File: config.mk
export PLATFORM = sky130hd
export DESIGN_NAME = mult_unit_flat
export DESIGN_NICKNAME = d
export VERILOG_FILES = /design/src/rtl/mult_unit_if.sv /design/src/rtl/mult_unit.sv /design/src/flat_wrapper.sv
export SDC_FILE = /design/constraint.sdc
export NUM_CORES = 1
export LEC_CHECK = 0
export ABC_AREA = 1
export CAP_MARGIN = 30
export CORE_ASPECT_RATIO = 0.8
export CORE_MARGIN = 5
export CORE_UTILIZATION = 60
export DETAILED_ROUTE_END_ITERATION = 12
export PLACE_DENSITY_LB_ADDON = 0.3
export REMOVE_ABC_BUFFERS = 1
export SKIP_LAST_GASP = 1
export SYNTH_ARGS = -nofsm -noshare
export SYNTH_HDL_FRONTEND = slang
export SYNTH_SLANG_ARGS = --single-unit
export TNS_END_PERCENT = 5
File: constraint.sdc
create_clock -name clk -period 11.3 [get_ports clk]
set_input_delay 2.825 -clock clk [delete_from_list [all_inputs] [get_ports clk]]
set_output_delay 2.825 -clock clk [all_outputs]
set_load 0.01 [all_outputs]
File: src/rtl/mult_unit_if.sv
// mult_unit_if: controller-to-multiplier handshake and result bus
interface mult_unit_if #(parameter int WIDTH = 32);
    logic             multstart;
    logic             multsgn;
    logic [WIDTH-1:0] srca;
    logic [WIDTH-1:0] srcb;
    logic             lohi;
    logic [WIDTH-1:0] multresult;
    logic [WIDTH-1:0] hi;
    logic [WIDTH-1:0] lo;
    logic             busy;
    logic             done;
    modport master (output multstart, multsgn, srca, srcb, lohi,
                    input  multresult, hi, lo, busy, done);
    modport slave  (input  multstart, multsgn, srca, srcb, lohi,
                    output multresult, hi, lo, busy, done);
endinterface

File: src/rtl/mult_unit.sv
// mult_unit: iterative shift-add signed/unsigned multiplier with HI/LO result registers
module mult_unit #(parameter int WIDTH = 32) (
    input logic        clk,
    input logic        reset,
    mult_unit_if.slave m
);
    localparam int CW = $clog2(WIDTH);
    typedef enum logic [1:0] {IDLE, RUN, FIX, DONE} state_t;
    state_t             state;
    logic [2*WIDTH-1:0] acc;
    logic [2*WIDTH-1:0] mcand;
    logic [WIDTH-1:0]   mplier;
    logic [CW-1:0]      cnt;
    logic               neg;
    logic [WIDTH-1:0]   ma;
    logic [WIDTH-1:0]   mb;
    // operand magnitudes; the most negative value maps to its unsigned magnitude
    always_comb begin
        ma = (m.multsgn && m.srca[WIDTH-1]) ? -m.srca : m.srca;
        mb = (m.multsgn && m.srcb[WIDTH-1]) ? -m.srcb : m.srcb;
    end
    assign m.multresult = m.lohi ? m.hi : m.lo;
    // control FSM and datapath: one multiplier bit per RUN cycle, sign fix, commit
    always_ff @(posedge clk or posedge reset) begin
        if (reset) begin
            state  <= IDLE;
            acc    <= '0;
            mcand  <= '0;
            mplier <= '0;
            cnt    <= '0;
            neg    <= 1'b0;
            m.hi   <= '0;
            m.lo   <= '0;
            m.busy <= 1'b0;
            m.done <= 1'b0;
        end else begin
            case (state)
                IDLE, DONE: begin
                    m.done <= 1'b0;
                    if (m.multstart) begin
                        state  <= RUN;
                        mcand  <= {{WIDTH{1'b0}}, ma};
                        mplier <= mb;
                        neg    <= m.multsgn & (m.srca[WIDTH-1] ^ m.srcb[WIDTH-1]);
                        acc    <= '0;
                        cnt    <= '0;
                        m.busy <= 1'b1;
                    end else begin
                        state <= IDLE;
                    end
                end
                RUN: begin
                    if (mplier[0]) acc <= acc + mcand;
                    mcand  <= mcand << 1;
                    mplier <= mplier >> 1;
                    cnt    <= cnt + 1'b1;
                    if (cnt == CW'(WIDTH - 1)) state <= FIX;
                end
                FIX: begin
                    {m.hi, m.lo} <= neg ? -acc : acc;
                    m.done <= 1'b1;
                    m.busy <= 1'b0;
                    state  <= DONE;
                end
                default: state <= IDLE;
            endcase
        end
    end
endmodule

File: src/flat_wrapper.sv
// flat-port wrapper written by rule: the top's interface ports become plain ports
module mult_unit_flat 
#(parameter int WIDTH = 32)
  (clk, reset, m_multstart, m_multsgn, m_srca, m_srcb, m_lohi, m_multresult, m_hi, m_lo, m_busy, m_done);
  mult_unit_if #(.WIDTH(WIDTH)) m_i ();
  input logic clk;
  input logic reset;
  input wire logic [$bits(m_i.multstart)-1:0] m_multstart;
  input wire logic [$bits(m_i.multsgn)-1:0] m_multsgn;
  input wire logic [$bits(m_i.srca)-1:0] m_srca;
  input wire logic [$bits(m_i.srcb)-1:0] m_srcb;
  input wire logic [$bits(m_i.lohi)-1:0] m_lohi;
  output wire logic [$bits(m_i.multresult)-1:0] m_multresult;
  output wire logic [$bits(m_i.hi)-1:0] m_hi;
  output wire logic [$bits(m_i.lo)-1:0] m_lo;
  output wire logic [$bits(m_i.busy)-1:0] m_busy;
  output wire logic [$bits(m_i.done)-1:0] m_done;
  assign m_i.multstart = m_multstart;
  assign m_i.multsgn = m_multsgn;
  assign m_i.srca = m_srca;
  assign m_i.srcb = m_srcb;
  assign m_i.lohi = m_lohi;
  assign m_multresult = m_i.multresult;
  assign m_hi = m_i.hi;
  assign m_lo = m_i.lo;
  assign m_busy = m_i.busy;
  assign m_done = m_i.done;
  mult_unit #(.WIDTH(WIDTH)) u_core (.clk(clk), .reset(reset), .m(m_i));
endmodule
==> flow_metrics.py <==
metrics = {
    "floorplanning": {
        "die_y_um": 171,
        "die-area_um2": 36100,
        "initial_core_util": 0.612,
        "fp.coreArea_um2": 31700,
        "die_w_um": 211,
        "io_pins": 167,
        "rows": 58,
    },
    "yosys": {
        "yosysSeqAreaShare": 0.302,
        "synthDistinctLibCells": 55,
        "ys_ff_latch": 234,
        "syn_inst": 3139,
        "synth_edf_count": 0,
        "synth_flop_cell": "dfrtp_1",
        "avgSynthCellArea_um2": 6.18,
        "yosys-top-cells-area": "dfrtp_1, nand2_1, inv_1, nor2_1, nand3_1",
        "syn-cell-area_um2": 19400,
        "yosysTopAreaCell": "dfrtp_1",
        "ys_async_sr_fraction": 1.00,
        "yosysWarningCount": 0,
        "synth.top_cell.area_share": 0.302,
    },
    "setup_path": {
        "path_class": "primary input to output pin",
        "arrival_ns": 4.38,
        "cp_max_fo": 44,
        "cp-end-kind": "output pin",
        "critPathLaunchType": "primary input",
        "crit_required_ns": 8.48,
    },
    "clock_network": {
        "clock_sinks": 234,
        "root_buffer": "clkbuf_16",
        "numCtsBuffers": 26,
        "worst_skew_pair.late_latency_ns": 0.57,
        "tritoncts": "built",
        "cts_resized": 0,
        "cts_setup_buffers": 0,
        "cts_hold_buf": 0,
        "cts.htree.levels": 1,
        "max-clock-path-buffers": 3,
        "clkTransAtPathRegs_ns": 0.07,
    },
    "timing": {
        "rsz0062_at_grt": "no",
        "finalSetupTns_ns": 0,
        "fmax_mhz": 139,
        "worst_pin_slew_ns": 0.929,
        "holdWs_ns": 0.479,
        "final.min_clock_period_ns": 7.21,
        "setup_viol": 0,
        "slew_headroom": 0.381,
        "fin_ws_ns": 4.09,
        "hold_violations": 0,
        "slew_viol_final": 0,
        "fin_skew_ns": 0.0272,
        "finalCritPeriodShare": 0.638,
    },
    "global_routing": {
        "grt_max_degree": 97,
        "grt_pass1_wl_um": 104000,
        "antenna_found_initial": 1,
        "use_met2": 0.562,
        "grt-ovfl-total": 0,
        "grt_util_met1": 0.510,
        "grt_pass1_vias": 19700,
        "top_usage_layer": "met2",
        "track_usage": 0.359,
        "use_met3": 0.0882,
    },
    "route": {
        "drc": 0,
        "drt-total-wl_um": 66000,
        "drt_iter0_drc": 2227,
        "ant_nets": 0,
        "detail_route.wl_per_cell_um": 17.8,
        "vias_per_cell": 5.63,
        "num_vias": 20900,
        "drt_first_pass_iters": 6,
    },
    "final_layout": {
        "seq_area_um2": 5860,
        "drive_gt1_frac": 0.0636,
        "diodes": 0,
        "multi_input_area_um2": 11100,
        "n_fill_cell": 2765,
        "fin_nets": 3408,
        "area_delta_synth_final_pct": 14.8,
    },
    "run": {
        "cap_violations": 0,
    },
    "run_status": {
        "status": "finished clean",
    },
    "placement": {
        "preCtsSetupSlack_ns": 4.08,
        "place_congestion": 1.06,
        "dpl.hpwl_um": 51600,
        "io_buffers": 166,
    },
    "hold_path": {
        "hold_path_class": "flop to flop",
    },
    "power": {
        "p_leak_nw": 12.1,
        "p_per_area_nw_per_um2": 256,
        "ir_worst_vdd_uv": 175,
    },
}
==> area by class of cell <==
class | count | area share
clock buffer | 33 | 0.0336
clock inverter | 14 | 0.00696
inverter | 543 | 0.0919
multi-input combinational | 2282 | 0.500
sequential | 234 | 0.263
tap | 420 | 0.0236
timing repair buffer | 180 | 0.0814
==> synth_stat cells, types with 4 or more instances <==
library cell / number
o31ai_1: 4
nand2_1: 1065
buf_1: 9
nand4_1: 28
nor2_4: 8
o21ai_1: 34
xor2_1: 40
xnor2_1: 4
dfrtp_1: 234
nand2_4: 5
nor2_2: 31
inv_1: 527
inv_2: 12
o21ai_0: 195
ha_1: 71
buf_4: 8
nand2_2: 24
buf_2: 26
nor2_1: 274
o211ai_1: 14
nand3_2: 10
nand3_1: 205
or2_2: 14
clkbuf_1: 33
nor3_2: 6
o22ai_1: 42
nor3_1: 15
mux2_2: 21
a31oi_1: 9
nand3b_1: 8
a21oi_1: 123
==> registers in the layout (all words and copies together), names as in the netlist <==
name,cells
u_core.state,2
u_core.mplier,32
u_core.acc,64
u_core.cnt,5
u_core.m.lo,32
u_core.mcand,64
u_core.m.hi,32
u_core.m.busy,1
u_core.m.done,1
u_core.neg,1
==> critical path: stages <==
cell	delay [ns]
buf_2	0.62
mux2_2	0.43
clkdlybuf4s50_1	0.50
==> layer usage <==
layer,up-vias,wire (µm)
li1,10100,-
met1,9611,28300
met2,1025,28600
met3,127,7620
met4,2,1540
met5,-,13
==> placed cells by master, fill, tap and decap left out, types with 10 or more instances in the layout <==
cell | Yosys | final
a21oi_1 | 123 | 123
buf_4 | 8 | 11
clkbuf_16 | 0 | 27
clkdlybuf4s50_1 | 0 | 165
dfrtp_1 | 234 | 233
ha_1 | 71 | 69
inv_1 | 527 | 525
inv_2 | 12 | 14
mux2_2 | 21 | 21
nand2_1 | 1065 | 1065
nand2_2 | 24 | 24
nand3_1 | 205 | 205
nand3_2 | 10 | 10
nand4_1 | 28 | 28
nor2_1 | 274 | 274
nor2_2 | 31 | 31
nor3_1 | 15 | 15
o211ai_1 | 14 | 14
o21ai_0 | 195 | 195
o21ai_1 | 34 | 34
o22ai_1 | 42 | 42
or2_2 | 14 | 14
xor2_1 | 40 | 40
==> power breakdown <==
part	internal (mW)	switching, mW
Sequential	1.12	0.292
Combinational	1.12	2.27
Clock	0.536	0.378
Total	2.77	2.94
==> per-stage QoR <==
| step | power, mW | utilization | cell area [µm²] | cells |
|---|---|---|---|---|
| after CTS | 5.63 | 0.702 | 22300 | 3706 |
| after global placement | 4.59 | 0.672 | 21300 | 3656 |
| after global routing | 6.10 | 0.702 | 22300 | 3706 |
| after detailed placement | 4.70 | 0.674 | 21400 | 3659 |
| after floorplan | 3.54 | - | 19000 | 3059 |
| final | 5.71 | 0.702 | 22300 | 3706 |
==> final timing paths <==
| path | start | endpoint | slack [ns] | cells past startpoint |
|---|---|---|---|---|
| max in group asynchronous | reset | u_core.acc[58] | 7.12 | 3 |
| max reg2reg | u_core.state[0] | u_core.mplier[18] | 8.08 | 10 |
| min in group asynchronous | reset | u_core.mcand[4] | 2.73 | 2 |
| min | u_core.mplier[22] | u_core.mplier[22] | 0.48 | 2 |
| min reg2reg | u_core.mplier[22] | u_core.mplier[22] | 0.48 | 2 |
| max | m_lohi | m_multresult[3] | 4.09 | 3 |
==> logic make-up after synthesis <==
family                   synth area share
buffers and inverters               0.125
flip-flops                          0.302
adder cells (fa/ha/maj)            0.0468
AND/OR/NAND/NOR                     0.370
multiplexers                       0.0122
XOR/XNOR                           0.0199
AO/OA/AOI/OAI                       0.124
Power figures use the tool's default switching activity.
